File: config.mk
export PLATFORM = sky130hd
export DESIGN_NAME = branch_recovery_queue
export DESIGN_NICKNAME = d
export VERILOG_FILES = /design/src/rtl/branch_recovery_queue.sv
export SDC_FILE = /design/constraint.sdc
export NUM_CORES = 1
export LEC_CHECK = 0
export ABC_AREA = 1
export CORE_MARGIN = 4
export CORE_UTILIZATION = 55
export DETAILED_ROUTE_END_ITERATION = 6
export PLACE_DENSITY = 0.84
export REMOVE_ABC_BUFFERS = 1
export SETUP_SLACK_MARGIN = 0.2
export SKIP_CTS_REPAIR_TIMING = 1
export SYNTH_ARGS = -nofsm -noshare
export SYNTH_HDL_FRONTEND = slang
export SYNTH_SLANG_ARGS = --single-unit
File: constraint.sdc
create_clock -name clk -period 10 [get_ports clk]
set_input_delay 1.5 -clock clk [delete_from_list [all_inputs] [get_ports clk]]
set_output_delay 1.5 -clock clk [all_outputs]
set_load 0.005 [all_outputs]
File: src/rtl/branch_recovery_queue.sv
// Branch checkpoint FIFO with delay-slot-aware fetch redirects, JR hold/resolve,
// mispredict flush/recovery and resolved-branch feedback to the predictor.
module branch_recovery_queue #(
  parameter int ADDR_WIDTH  = 32,
  parameter int DEPTH       = 8,
  parameter int GHIST_WIDTH = 10
) (
  input  logic                      clk,
  input  logic                      rst,
  input  logic                      dec_valid,
  input  logic                      dec_stall,
  input  logic                      dec_is_cbranch,
  input  logic                      dec_is_jump,
  input  logic                      dec_is_jump_reg,
  input  logic [ADDR_WIDTH-1:0]     dec_pc,
  input  logic [ADDR_WIDTH-1:0]     dec_target,
  input  logic                      dec_pred_taken,
  input  logic [GHIST_WIDTH-1:0]    dec_ghist,
  input  logic [ADDR_WIDTH-1:0]     dec_recovery_target,
  output logic                      alloc_ready,
  input  logic                      commit_valid,
  input  logic                      commit_branch_valid,
  input  logic                      commit_branch_taken,
  input  logic                      jr_resolve_valid,
  input  logic [ADDR_WIDTH-1:0]     jr_target,
  output logic                      redirect_we,
  output logic [ADDR_WIDTH-1:0]     redirect_pc,
  output logic                      flush,
  output logic                      jr_stall,
  output logic                      fb_valid,
  output logic [ADDR_WIDTH-1:0]     fb_pc,
  output logic [GHIST_WIDTH-1:0]    fb_ghist,
  output logic                      fb_taken,
  output logic                      fb_correct,
  output logic [$clog2(DEPTH):0]    occupancy,
  output logic                      overflow_err,
  output logic                      underflow_err
);

  localparam int AW = $clog2(DEPTH);
  localparam int PW = AW + 1;
  localparam logic [PW-1:0] PTR_ONE = 1;

  localparam logic [1:0] DIDLE    = 2'd0;
  localparam logic [1:0] DSLOT    = 2'd1;
  localparam logic [1:0] DJR_SLOT = 2'd2;
  localparam logic [1:0] DJR_WAIT = 2'd3;

  localparam logic [1:0] RIDLE  = 2'd0;
  localparam logic [1:0] RSLOT  = 2'd1;
  localparam logic [1:0] RFLUSH = 2'd2;

  logic [ADDR_WIDTH-1:0]  mem_pc  [DEPTH];
  logic [GHIST_WIDTH-1:0] mem_gh  [DEPTH];
  logic                   mem_prd [DEPTH];
  logic [ADDR_WIDTH-1:0]  mem_rec [DEPTH];

  logic [PW-1:0] wptr, rptr;
  logic [AW-1:0] head;
  logic          full, empty, accept, alloc_req, alloc, pop, mispredict, redir_start;
  logic [1:0]    dstate, rstate;

  logic [ADDR_WIDTH-1:0]  dtgt_p1, rec_tgt_p1, jr_pc_p1;
  logic                   jr_vld_p1;
  logic                   fb_vld_p1, fb_taken_p1, fb_correct_p1;
  logic [ADDR_WIDTH-1:0]  fb_pc_p1;
  logic [GHIST_WIDTH-1:0] fb_gh_p1;

  assign head        = rptr[AW-1:0];
  assign full        = (wptr[AW] != rptr[AW]) && (wptr[AW-1:0] == rptr[AW-1:0]);
  assign empty       = (wptr == rptr);
  assign flush       = (rstate == RFLUSH);
  assign accept      = dec_valid & ~dec_stall & ~jr_stall & ~flush;
  assign alloc_req   = accept & dec_is_cbranch;
  assign alloc       = alloc_req & ~full;
  assign pop         = commit_branch_valid & ~empty;
  assign mispredict  = pop & (mem_prd[head] != commit_branch_taken);
  assign redir_start = (dec_is_cbranch & dec_pred_taken) | dec_is_jump;
  assign alloc_ready = ~full;
  assign occupancy   = wptr - rptr;

  // Queue pointers: advance on alloc/pop, collapse to empty on reset or flush.
  always_ff @(posedge clk) begin
    if (rst || flush) begin
      wptr <= '0;
      rptr <= '0;
    end else begin
      if (alloc) wptr <= wptr + PTR_ONE;
      if (pop)   rptr <= rptr + PTR_ONE;
    end
  end

  // Sticky error flags for dropped allocs and pops against an empty queue.
  always_ff @(posedge clk) begin
    if (rst) begin
      overflow_err  <= 1'b0;
      underflow_err <= 1'b0;
    end else begin
      if (alloc_req && full)            overflow_err  <= 1'b1;
      if (commit_branch_valid && empty) underflow_err <= 1'b1;
    end
  end

  // Checkpoint storage written at the tail on each accepted alloc.
  always_ff @(posedge clk) begin
    if (alloc) begin
      mem_pc[wptr[AW-1:0]]  <= dec_pc;
      mem_gh[wptr[AW-1:0]]  <= dec_ghist;
      mem_prd[wptr[AW-1:0]] <= dec_pred_taken;
      mem_rec[wptr[AW-1:0]] <= dec_recovery_target;
    end
  end

  // Predictor feedback stage: head entry registered one cycle after its pop.
  always_ff @(posedge clk) begin
    if (rst) begin
      fb_vld_p1     <= 1'b0;
      fb_pc_p1      <= '0;
      fb_gh_p1      <= '0;
      fb_taken_p1   <= 1'b0;
      fb_correct_p1 <= 1'b0;
    end else begin
      fb_vld_p1 <= pop;
      if (pop) begin
        fb_pc_p1      <= mem_pc[head];
        fb_gh_p1      <= mem_gh[head];
        fb_taken_p1   <= commit_branch_taken;
        fb_correct_p1 <= (mem_prd[head] == commit_branch_taken);
      end
    end
  end

  assign fb_valid   = fb_vld_p1;
  assign fb_pc      = fb_pc_p1;
  assign fb_ghist   = fb_gh_p1;
  assign fb_taken   = fb_taken_p1;
  assign fb_correct = fb_correct_p1;

  // Recovery FSM: mispredicted pop waits for its delay slot to retire, then flushes.
  always_ff @(posedge clk) begin
    if (rst) begin
      rstate <= RIDLE;
    end else begin
      case (rstate)
        RIDLE:   if (mispredict) rstate <= RSLOT;
        RSLOT:   if (commit_valid) rstate <= RFLUSH;
        default: rstate <= RIDLE;
      endcase
    end
  end

  // Recovery target captured from the head entry that mispredicted.
  always_ff @(posedge clk) begin
    if (rstate == RIDLE && mispredict) rec_tgt_p1 <= mem_rec[head];
  end

  // Decode FSM: tracks delay slots of taken transfers and the JR resolve hold.
  always_ff @(posedge clk) begin
    if (rst || flush) begin
      dstate   <= DIDLE;
      jr_stall <= 1'b0;
    end else begin
      case (dstate)
        DIDLE: begin
          if (accept && redir_start)          dstate <= DSLOT;
          else if (accept && dec_is_jump_reg) dstate <= DJR_SLOT;
        end
        DSLOT:    if (accept) dstate <= DIDLE;
        DJR_SLOT: begin
          if (accept) begin
            dstate   <= DJR_WAIT;
            jr_stall <= 1'b1;
          end
        end
        default: begin
          if (jr_resolve_valid) begin
            dstate   <= DIDLE;
            jr_stall <= 1'b0;
          end
        end
      endcase
    end
  end

  // Taken-branch / jump target held until its delay slot is accepted.
  always_ff @(posedge clk) begin
    if (dstate == DIDLE && accept && redir_start) dtgt_p1 <= dec_target;
  end

  // JR redirect stage: resolved target issued the cycle after resolution.
  always_ff @(posedge clk) begin
    if (rst) jr_vld_p1 <= 1'b0;
    else     jr_vld_p1 <= (dstate == DJR_WAIT) & jr_resolve_valid & ~flush;
  end

  // JR target capture alongside the redirect valid.
  always_ff @(posedge clk) begin
    if (dstate == DJR_WAIT && jr_resolve_valid) jr_pc_p1 <= jr_target;
  end

  // Redirect mux: recovery flush beats JR, which beats delay-slot redirects.
  always_comb begin
    redirect_we = 1'b0;
    redirect_pc = '0;
    if (flush) begin
      redirect_we = 1'b1;
      redirect_pc = rec_tgt_p1;
    end else if (jr_vld_p1) begin
      redirect_we = 1'b1;
      redirect_pc = jr_pc_p1;
    end else if (dstate == DSLOT && accept) begin
      redirect_we = 1'b1;
      redirect_pc = dtgt_p1;
    end
  end

endmodule
[Word-level counts from Yosys, hierarchy flattened]
Memories as Yosys holds them, arrays and structs flattened. A register that Yosys moved wholly into a read port is not among the register bits.
Cells that the tools add are included.
W data, S select, Z words.
Cells by class
  add/sub/neg operators: 3
  equality and inequality tests: 15
  mux-type cells: 22
  bitwise operators: 17
  reductions and logical operators: 19
Operator list (number)
  $mux W32: 3
  $mux W2: 7
  $and A1 B1 Y1: 10
  $logic_and A1 B1 Y1: 10
  $add A4 B1 Y4 const B: 2
  $ne A2 B2 Y1 const B: 4
  $mux W1: 7
  $eq A2 B2 Y1 const B: 3
  $mux W3: 2
  $not A1 Y1: 6
  $pmux W2 S3: 1
  $eq A2 B1 Y1 const B: 2
  $eq A4 B4 Y1: 1
  $logic_not A2 Y1: 2
  $pmux W2 S2: 1
  $reduce_and A4 Y1: 1
  $reduce_bool A4 Y1: 1
  $sub A4 B4 Y4: 1
  $eq A3 B3 Y1: 1
  $ne A3 B3 Y1 const B: 1
  $reduce_and A3 Y1: 1
  $ne A1 B1 Y1: 2
  $pmux W1 S2: 1
  $reduce_and A2 Y1: 1
  other kinds (5): 5
Word-level totals
  bits in registers: 83
  RAM bits: 600
  bits of input ports: 150
  output and inout bits: 87
  memories: 4
Memory list
  mem_pc: words 8, bits a word 32, read ports 1, clocked after memory_dff 1, wr ports 1, line 53  | logic [ADDR_WIDTH-1:0] mem_pc [DEPTH];
  mem_rec: words 8, bits a word 32, read ports 1, clocked after memory_dff 1, wr ports 1, line 56  | logic [ADDR_WIDTH-1:0] mem_rec [DEPTH];
  mem_gh: words 8, bits a word 10, read ports 1, clocked after memory_dff 1, wr ports 1, line 54  | logic [GHIST_WIDTH-1:0] mem_gh [DEPTH];
  mem_prd: words 8, bits a word 1, read ports 1, clocked after memory_dff 1, wr ports 1, line 55  | logic mem_prd [DEPTH];

[Logic depth before layout (Yosys ltp)]
Gate-level depths: netlist of run 1.
  depth after elaboration: 8
  mapped depth: 14

[Least setup slack after synthesis of run 1]
OpenSTA, ideal clock, no wires.
  path kind: input to register
  start: in dec_stall
  end: mem mem_gh[6][0], enable pin
  setup time: 0.601 ns
  data arrival time: 7.356 ns
  required time: 9.399 ns
  setup slack: 2.043 ns
  cell stages on the path: 7
  cells stage by stage: nor3_1 > nand2_2 > nor2_2 > nand2_2 > inv_1 > nand2_1 > nor3_1
On the way
  longest elaborated chain between the ends: 8
Ends and longest elaborated chain
  from (decl): line 11  | input logic dec_stall,
  $not A1 Y1: line 73  | assign accept = dec_valid & ~dec_stall & ~jr_stall & ~flush;
  $and A1 B1 Y1 (3 in a row): line 73
  $and A1 B1 Y1: line 74  | assign alloc_req = accept & dec_is_cbranch;
  $and A1 B1 Y1: line 75  | assign alloc = alloc_req & ~full;
  $mux W1: line 106  | if (alloc) begin
  $mux W1 (implied by the code): line 108  | mem_gh[wptr[AW-1:0]] <= dec_ghist;
  to (decl): line 54
Every way passes these cells.

[Worst setup path in the final report of run 1]
  start: in dec_valid
  end: out redirect_pc[31]
On the way
  longest elaborated chain between the ends: 7
Ends and longest elaborated chain
  from (decl): line 10  | input logic dec_valid,
  $and A1 B1 Y1 (3 in a row): line 73
  $logic_and A1 B1 Y1: line 211  | end else if (dstate == DSLOT && accept) begin
  $mux W32: line 211
  $mux W32: line 208  | end else if (jr_vld_p1) begin
  $mux W32: line 205  | if (flush) begin
  to (decl): line 27  | output logic [ADDR_WIDTH-1:0] redirect_pc,
Every way passes these cells.

==> results.tsv, run 1 <==
metric	value	unit
top cells by area, synth	edfxtp_1 (72%), nor2_1 (5.9%), o21ai_0 (5.6%)	
Die W	237	um
list of most frequent post-synthesis cells	edfxtp_1 (696), nor2_1 (452), o21ai_0 (325), a21oi_1 (118), clkbuf_1 (84)	
die area	56300	um2
vias in the first global route	18542	
Mapped Area	28900	um2
HP Start	underflow_err	
DRC Markers	0	
reg2reg start	rptr[1]	
crit-path max FO	32	
main flop type after synthesis	edfxtp_1	
Initial Util	55.9	%
area grow syn2layout	18.5	%
Req. time, crit path	8.50	ns
Synth Register Bits	760	
Crit Path Class	in -> out	
largest stage delay on the critical path	0.55	ns
H-Tree Depth	3	
Port Buffers	236	
Yosys warning total	0	
post-synth cell types	37	
core area	51700	um2
CP Capture Type	output port	
die height	237	um
WP data arrival	3.80	ns
Hold Path Sink	underflow_err	
Final Cell Area	34300	um2
Multi-input gate area	5950	um2
Clock Latency Late Sink	0.61	ns
vias per cell	5.93	
hpwl dp	36600	um
PD cells	224	nW/um2
Final period util	53.0	%
Worst R2R Setup Slack	5.54	ns
clk buf depth	3	
Worst-path clk slew	0.05	ns
status	completed	
TritonCTS Buffers	76	
PnR worst setup slack	4.70	ns
CTS root buffer	clkbuf_16	
worst slew pin tran	1.24	ns
Filler cells	3415	
placer congestion estimate	0.826	
Synth area leader	edfxtp_1	
CP cell instances	clkdlybuf4s50_1 > inv_1 > nor3_1 > nand3_1 > nor2_2 > buf_4 > nand2_1 > a21oi_1 > clkdlybuf4s50_1	
Tmin final	5.30	ns
slew margin rel.	17.3	%
Post-Syn Area per Cell	13.4	um2
initial antenna violation count	5	
worst hold stages	2	
detailed router's first-iteration violation count	1984	
Max-Cap Viols	0	
top-count cell post-synth	edfxtp_1	
final count of negative-setup-slack endpoints	0	
Startpoint Class	primary input	
FF/Latch Area	22200	um2
Post-synth ARST share	0	%
Max rail drop VDD	0.148	mV
layout cell share with drive strength beyond 1	6.83	%
hold crit path type	reg -> reg	
Hold Vio Cnt, Final	0	
dpl ws	4.75	ns
Post-Route WL	67100	um
Critical R2R Capture	mem_rec[4][0]	
Post-Synthesis Cells	2156	
Sink Count	760	
Design Power	0.00766	W
gr usage total	23.2	%
largest net degree at the start of global routing	223	
CP most frequent cell	clkdlybuf4s50_1	
post-synthesis sequential area ratio	76.7	%
vias post-DR	18369	
Slew Limit Fails	0	
global-route wire length before repair	103000	um
Pleak	11.3	nW
antenna-violating nets left	0	
CTS tree	yes	
GRT overflow	0	
FMAX	189	MHz
slowest library cell on the worst path	clkdlybuf4s50_1	
worst r2r path cells	10	
RSZ-0062 raised after global routing	no	
# IOs	237	
Post-DP Area	31700	um2
Synth top area share	72.3	%
Post-synth EDFFs	696	
WL per Instance	21.6	um
Initial DRT Pass Iterations	5	
nets	2511	
Layout Skew	0.0219	ns
standard-cell row count	83	
cells by family after synthesis:
family	after synthesis	synth area share, %
DFF	760	76.7
adders and majority gates	10	0.459
buffers and inverters	181	2.87
AOI/OAI and AO/OA	657	12.4
and+or+nand+nor	543	7.34
xor gates and xnor gates	5	0.178
cells in the final DEF, fill, tap and decap left out, types with 4 or more instances in the layout:
| master | count |
|---|---|
| bufinv_16 | 10 |
| a31oi_1 | 34 |
| inv_1 | 32 |
| a21oi_1 | 118 |
| clkdlybuf4s50_1 | 236 |
| clkinv_1 | 10 |
| o21ai_0 | 325 |
| nand2_1 | 61 |
| clkbuf_8 | 4 |
| clkbuf_1 | 19 |
| o221ai_1 | 42 |
| inv_6 | 5 |
| clkbuf_16 | 78 |
| nand3_1 | 12 |
| edfxtp_1 | 696 |
| nor2_4 | 8 |
| o22ai_1 | 74 |
| clkinv_2 | 12 |
| ha_1 | 9 |
| dfxtp_1 | 61 |
| o21ai_1 | 60 |
| inv_2 | 4 |
| clkinvlp_4 | 5 |
| diode_2 | 5 |
| buf_4 | 21 |
| nor2_1 | 446 |
registers in the layout (all words and copies together), names as in the netlist, 2 cells and up, named ones only:
register / flops
mem_pc: 256
fb_ghist: 10
dstate: 2
rstate: 2
mem_rec: 256
fb_pc: 32
rptr: 4
jr_pc_p1: 32
rec_tgt_p1: 32
dtgt_p1: 32
mem_gh: 80
wptr: 4
mem_prd: 8
cell type report:
type / count / share of cell area, %
clock buffers: 101 / 6.07
diodes: 5 / 0.0365
inverters: 40 / 0.471
well taps: 680 / 2.48
multi-input cells: 1215 / 17.4
repair buffers: 258 / 7.41
flip-flops and latches: 760 / 64.8
clock inverters: 41 / 1.42
worst max path at each step:
stage	startpoint	to	slack [ns]	cells past startpoint
2_1_floorplan	rptr[0]	mem_gh[6][0]	-1.72	8
3_3_place_gp	dec_valid	redirect_pc[12]	4.90	9
3_5_place_dp	dec_valid	redirect_pc[26]	4.75	9
4_1_cts	dec_valid	redirect_pc[26]	4.74	9
5_1_grt	dec_valid	redirect_pc[31]	4.51	9
6_report	dec_valid	redirect_pc[31]	4.70	9
metal layers:
layer	track usage (%)	vias up	share of wire, %
met3	4.07	126	8.4
li1	-	8375	-
met5	0	-	0.019
met4	7.59	2	2.4
met1	30.6	8955	39
met2	39.6	911	50
worst max-delay path: cells and delay by family:
kind / cells / cell delay (ns)
AOI/OAI and AO/OA: 1 / 0.18
buffers and inverters: 4 / 1.42
and+or+nand+nor: 4 / 0.67
power by group:
group          total (W)  internal [W]  switching, W
logic            0.00107      0.000405      0.000667
registers        0.00369       0.00360     0.0000916
clock network    0.00290       0.00173       0.00117
per-stage QoR:
stage	TNS, ns	instances	hold WS, ns	utilization [%]
2_1_floorplan	-129.24	2015	0.441	-
3_3_place_gp	0	2953	0.441	61.3
3_5_place_dp	0	2953	0.449	61.3
4_1_cts	0	3095	0.457	66.2
5_1_grt	0	3097	0.475	66.2
6_report	0	3100	0.462	66.3
Power figures use the tool's default switching activity.
==> inputs of run 2 (changes only) <==
==> constraint.sdc (replaced) <==
create_clock -name clk -period 5 [get_ports clk]
set_input_delay 0.75 -clock clk [delete_from_list [all_inputs] [get_ports clk]]
set_output_delay 0.75 -clock clk [all_outputs]
set_load 0.005 [all_outputs]
==> results.tsv, run 2 (synthesis results as in run 1) <==
metric	value	unit	change
status	completed		
Initial Util	55.9	%	unchanged
Initial DRT Pass Iterations	6		+1
Max-Cap Viols	0		unchanged
standard-cell row count	83		unchanged
# IOs	237		unchanged
final count of negative-setup-slack endpoints	0		unchanged
detailed router's first-iteration violation count	2080		+4.8%
critical path depth	9		unchanged
PnR worst setup slack	1.27	ns	-3.43 ns
vias per cell	5.94		+0.29%
Filler cells	3377		-1.1%
hold crit path type	reg -> reg		
WP data arrival	2.98	ns	-0.82 ns
largest stage delay on the critical path	0.53	ns	-0.02 ns
core area	51700	um2	unchanged
Final Cell Area	34400	um2	+0.44%
Tmin final	3.73	ns	
Post-DP Area	31800	um2	+0.47%
dpl ws	1.22	ns	-3.53 ns
CTS root buffer	clkbuf_16		
layout cell share with drive strength beyond 1	7.00	%	+0.16 points
worst r2r path cells	9		-1
Worst R2R Setup Slack	1.57	ns	-3.97 ns
Design Power	0.0153	W	+100%
CP Capture Type	output port		
H-Tree Depth	3		unchanged
RSZ-0062 raised after global routing	no		
Startpoint Class	primary input		
area grow syn2layout	19.1	%	
Critical R2R Capture	mem_pc[6][15]		
critical path buffer and inverter count	4		unchanged
Clock Latency Late Sink	0.59	ns	-0.02 ns
global-route wire length before repair	105000	um	+1.7%
initial antenna violation count	12		+7
TritonCTS Buffers	76		unchanged
FMAX	268	MHz	
Crit Path Class	in -> out		
reg2reg start	rptr[0]		
worst slew pin tran	1.17	ns	-0.0724 ns
Worst-path clk slew	0.06	ns	about the same
clk buf depth	3		unchanged
antenna-violating nets left	0		unchanged
GRT overflow	0		unchanged
Pleak	11.3	nW	+0.64%
PD cells	445	nW/um2	+99%
Hold Vio Cnt, Final	0		unchanged
CP cell instances	clkdlybuf4s50_1 > inv_1 > nor3_1 > nand3_1 > nor2_2 > buf_4 > nand2_1 > a21oi_1 > clkdlybuf4s50_1		
Post-Route WL	67900	um	+1.2%
CTS tree	yes		
nets	2519		+0.32%
post-layout util	66.5	%	+0.29 points
vias post-DR	18446		+0.42%
Req. time, crit path	4.25	ns	-4.25 ns
WL per Instance	21.9	um	+1.1%
DRC Markers	0		unchanged
Max rail drop VDD	0.271	mV	+83%
commonest non-fill, non-tap cell in the layout	edfxtp_1		
source of the critical timing path	dec_valid		
most frequent cells in the layout	edfxtp_1 (696), nor2_1 (446), o21ai_0 (325)		
Slew Limit Fails	0		unchanged
Die W	237	um	unchanged
Sink Count	760		unchanged
vias in the first global route	18781		+1.3%
gr usage total	23.7	%	+0.46 points
die area	56300	um2	unchanged
crit-path max FO	32		unchanged
die height	237	um	unchanged
slew margin rel.	22.1	%	+4.8 points
largest net degree at the start of global routing	215		-3.6%
CP endpoint	redirect_pc[6]		
hpwl dp	37000	um	+1.1%
CP delay by family, top	buffers and inverters		
slowest library cell on the worst path	clkdlybuf4s50_1		
Port Buffers	236		unchanged
Final period util	74.6	%	
placer congestion estimate	0.803		-2.8%
Layout Skew	0.0212	ns	-0.000621 ns
CP most frequent cell	clkdlybuf4s50_1		
## run 2: changes by cell type in the layout (fill, tap and decap cells not counted), sizes merged
cell	before	now
clkinvlp	5	2
clkbuf	101	97
buf	22	30
diode	5	8
clkinv	23	28
inv	43	38
## run 2: final cells by class
cell class	count	area (um2)	area share, %
inverters	40	161	0.469
clock inverters	38	433	1.26
flip-flops and latches	760	22200	64.5
clock buffers	97	2130	6.18
multi-input cells	1215	5950	17.3
well taps	680	851	2.47
repair buffers	266	2690	7.81
diodes	8	20.0	0.0582
## run 2: metrics by stage
stage               hold slack, ns  cells  setup TNS, ns
CTS                          0.468   3096              0
global route                 0.495   3100              0
floorplan                    0.441   2015       -3275.19
finish                       0.463   3104              0
detailed placement           0.457   2961              0
global placement             0.447   2961              0
## run 2: worst reg2reg max path, stage by stage, from the launching register on
cell,delay [ns]
dfxtp_4,0.84
ha_1,0.37
inv_1,0.12
nor3_4,0.06
nand2_1,0.09
nand2_2,0.12
inv_1,0.11
nand2_1,0.21
nor3_2,0.70
buf_4,0.45
## run 2: routing by layer
| layer | vias to the layer above | global-route usage [%] | wire length (um) |
|---|---|---|---|
| met5 | - | 0 | 61 |
| met4 | 10 | 8.69 | 1930 |
| met3 | 147 | 4.84 | 5840 |
| met2 | 863 | 39.9 | 34000 |
| met1 | 9041 | 30.7 | 26100 |
| li1 | 8385 | - | - |
## run 2: worst min-delay path by stage
stage                        startpoint            end  slack [ns]  cells after the start
after floorplan           underflow_err  underflow_err        0.44                      2
after global routing      underflow_err  underflow_err        0.50                      2
after CTS                 underflow_err  underflow_err        0.47                      2
final                     underflow_err  underflow_err        0.46                      2
after global placement    underflow_err  underflow_err        0.45                      2
after detailed placement  underflow_err  underflow_err        0.46                      2
## run 2: power by group
group / total, W / switching [W] / internal [W]
logic: 0.00220 / 0.00138 / 0.000817
registers: 0.00732 / 0.000129 / 0.00719
clock network: 0.00580 / 0.00228 / 0.00351
total: 0.0153 / 0.00380 / 0.0115
==> RTL edit: new RTL, config.mk and constraints of run 2 <==
The parameter `ADDR_WIDTH` goes from 32 to 28.
--- a/src/rtl/branch_recovery_queue.sv
+++ b/src/rtl/branch_recovery_queue.sv
@@ -2,5 +2,5 @@
 // mispredict flush/recovery and resolved-branch feedback to the predictor.
 module branch_recovery_queue #(
-  parameter int ADDR_WIDTH  = 32,
+  parameter int ADDR_WIDTH  = 28,
   parameter int DEPTH       = 8,
   parameter int GHIST_WIDTH = 10
Ports: changed (6 resized); port bits go from 237 to 213. No check against the original RTL was run, so the function may have changed too.
==> RTL edit against run 2 <==
  * Synthesized area decreased by 10%
  * Non-clock buffer count down 28
  * Worst setup slack worse by 0.45 ns
  * Sequential cell count decreased by 80
  * Final area fell by 11%
  * Global-route usage shrank 0.20 points
  * Final cell count fell by 10%
  * Synthesized cell count is 9.9% lower
  * Via count fell by 9.9%
  * Die area is 9.8% lower
  * Register-to-register slack got worse by 0.15 ns
  * Total power fell by 12%
  * Routed wire length down 11%
==> RTL edit: results (changes against run 2) <==
- The flow ran to the end, and the final reports show no timing, DRC or antenna violations.
- The aggregate routed wire length is 60540 um (-11%).
- Signal routing reaches up to met4.
- The number of I/O port buffers is 212 (-10%).
- The cell count after placement was 2663 (-10%).
- The number of distinct library cell variants in the gate-level netlist after synthesis is 38 (+2.7%).
- The met2 layer usage reported by global route is 0.3972 (-0.002248).
- The min-delay analysis places its worst path in the category flop to flop.
- The number of filler instances in the final layout is 3108 (-8.0%).
- The count of warnings emitted by yosys is 0 (unchanged).
- The arrival time reported for the critical path endpoint is 3.43 ns (+0.45 ns).
- The number of global-route vias before repair is 16784 (-11%).
- The met3 demand-to-capacity share in global routing came to 0.03791 (-0.01048).
- The number of violations reported at the end of detailed-routing iteration 0 is 1849 (-11%).
- The estimated wirelength of the detail-placed design was 34270 um (-7.3%).
- The worst-case headroom to the max-slew limit was 0.2614 (+0.04003).
- The net switching power is 3.416 mW (-10%).
- Ranked by total cell area, the synthesized netlist is headed by edfxtp_1 72%, nor2_1 5.9%, o21ai_0 5.3%.
- The pin count of the biggest net entering global routing was 148 (-31%).
- The share of final-layout standard cells stronger than drive strength 1 was 0.06933 (-0.0006207).
- The maximum VDD drop is 300.0 uV (+11%).
- The mean post-synth cell area is 13.37 um2 (-0.29%).
- The number of optimization iterations in the first detailed-route pass is 5 (-1).
- The wire length of the first global-routing pass is 93060 um (-11%).
- The power attributed to the clock group is 4.95 mW (-15%).
- The wire length on met2 is 30560 um (-10%).
- The ratio of routed vias to standard cells is 5.957 (+0.25%).
- The endpoint identified for the worst register-to-register timing path is mem_pc[4][2].
- On the critical path, the stage with the largest delay is an instance of nor2_4.
- The number of antenna violations at the first check in global routing is 4 (-8).
- The part of the total power dissipated in combinational logic is 0.144 (about the same).
- The highest cell delay on the worst timing path is 0.57 ns (+0.04 ns).
- The leakage power is 10.12 nW (-11%).
- The flop-to-flop setup slack is 1.42 ns (-0.15 ns).
- The launch point of the worst path is rstate[0].
- The wire length on met3 is 4663 um (-20%).
- The share of synthesized area occupied by flip-flops and latches came to 0.7630 (-0.004337).
- The wire length the detailed router placed on met1 is 23620 um (-9.4%).
- The detail-routed net length per standard cell is 21.70 um (-0.82%).
- Ranked by instance count, the synthesized netlist is headed by 620 x edfxtp_1, 407 x nor2_1, 274 x o21ai_0, 107 x a21oi_1, 72 x o21ai_1.
- The timing endpoint of the critical path is redirect_pc[24].
- The post-route clock skew is 0.02460 ns (+0.003368 ns).
- The number of clock buffers inserted by TritonCTS is 67 (-12%).
- The number of enable-type register cells in the synthesized netlist is 620 (-11%).
- The global-route met1 utilization is 0.3125 (+0.005083).
## RTL edit: stage by stage
| stage | power [mW] | util | worst slack [ns] | instance area [um2] | TNS (ns) |
|---|---|---|---|---|---|
| 6_report | 13.43 | 0.6590 | 0.8158 | 30750 | 0 |
| 5_1_grt | 13.98 | 0.6590 | 0.5038 | 30740 | 0 |
| 4_1_cts | 13.49 | 0.6588 | 0.7230 | 30730 | 0 |
| 3_5_place_dp | 8.571 | 0.6121 | 1.115 | 28560 | 0 |
| 3_3_place_gp | 8.470 | 0.6121 | 1.227 | 28560 | 0 |
| 2_1_floorplan | 7.743 | - | -3.831 | 25300 | -2374.71 |
## RTL edit: cells by family (layout without fill, tap and decap cells)
kind of cell / after synthesis / count (layout) / synth area share
AO/OA/AOI/OAI: 589 / 589 / 0.1240
AND/OR/NAND/NOR: 496 / 496 / 0.07438
buffers and inverters: 163 / 398 / 0.03146
flip-flops: 680 / 680 / 0.7630
XOR/XNOR: 5 / 5 / 0.001975
adder cells (fa/ha/maj): 10 / 10 / 0.005106
other: 0 / 5 / 0
## RTL edit: cell type report
class	instances	area (um2)	share of cell area
clock buffers	91	1881	0.06116
inverters	38	151.4	0.004924
flip-flops and latches	680	19830	0.6449
repair buffers	238	2417	0.07862
well taps	607	759.5	0.02470
clock inverters	31	295.3	0.009604
multi-input cells	1100	5403	0.1757
diodes	5	12.51	0.0004069
## RTL edit: worst min path at each step
| stage | to | slack [ns] |
|---|---|---|
| 2_1_floorplan | underflow_err | 0.44 |
| 3_3_place_gp | underflow_err | 0.44 |
| 3_5_place_dp | underflow_err | 0.44 |
| 4_1_cts | underflow_err | 0.45 |
| 5_1_grt | underflow_err | 0.47 |
| 6_report | underflow_err | 0.46 |
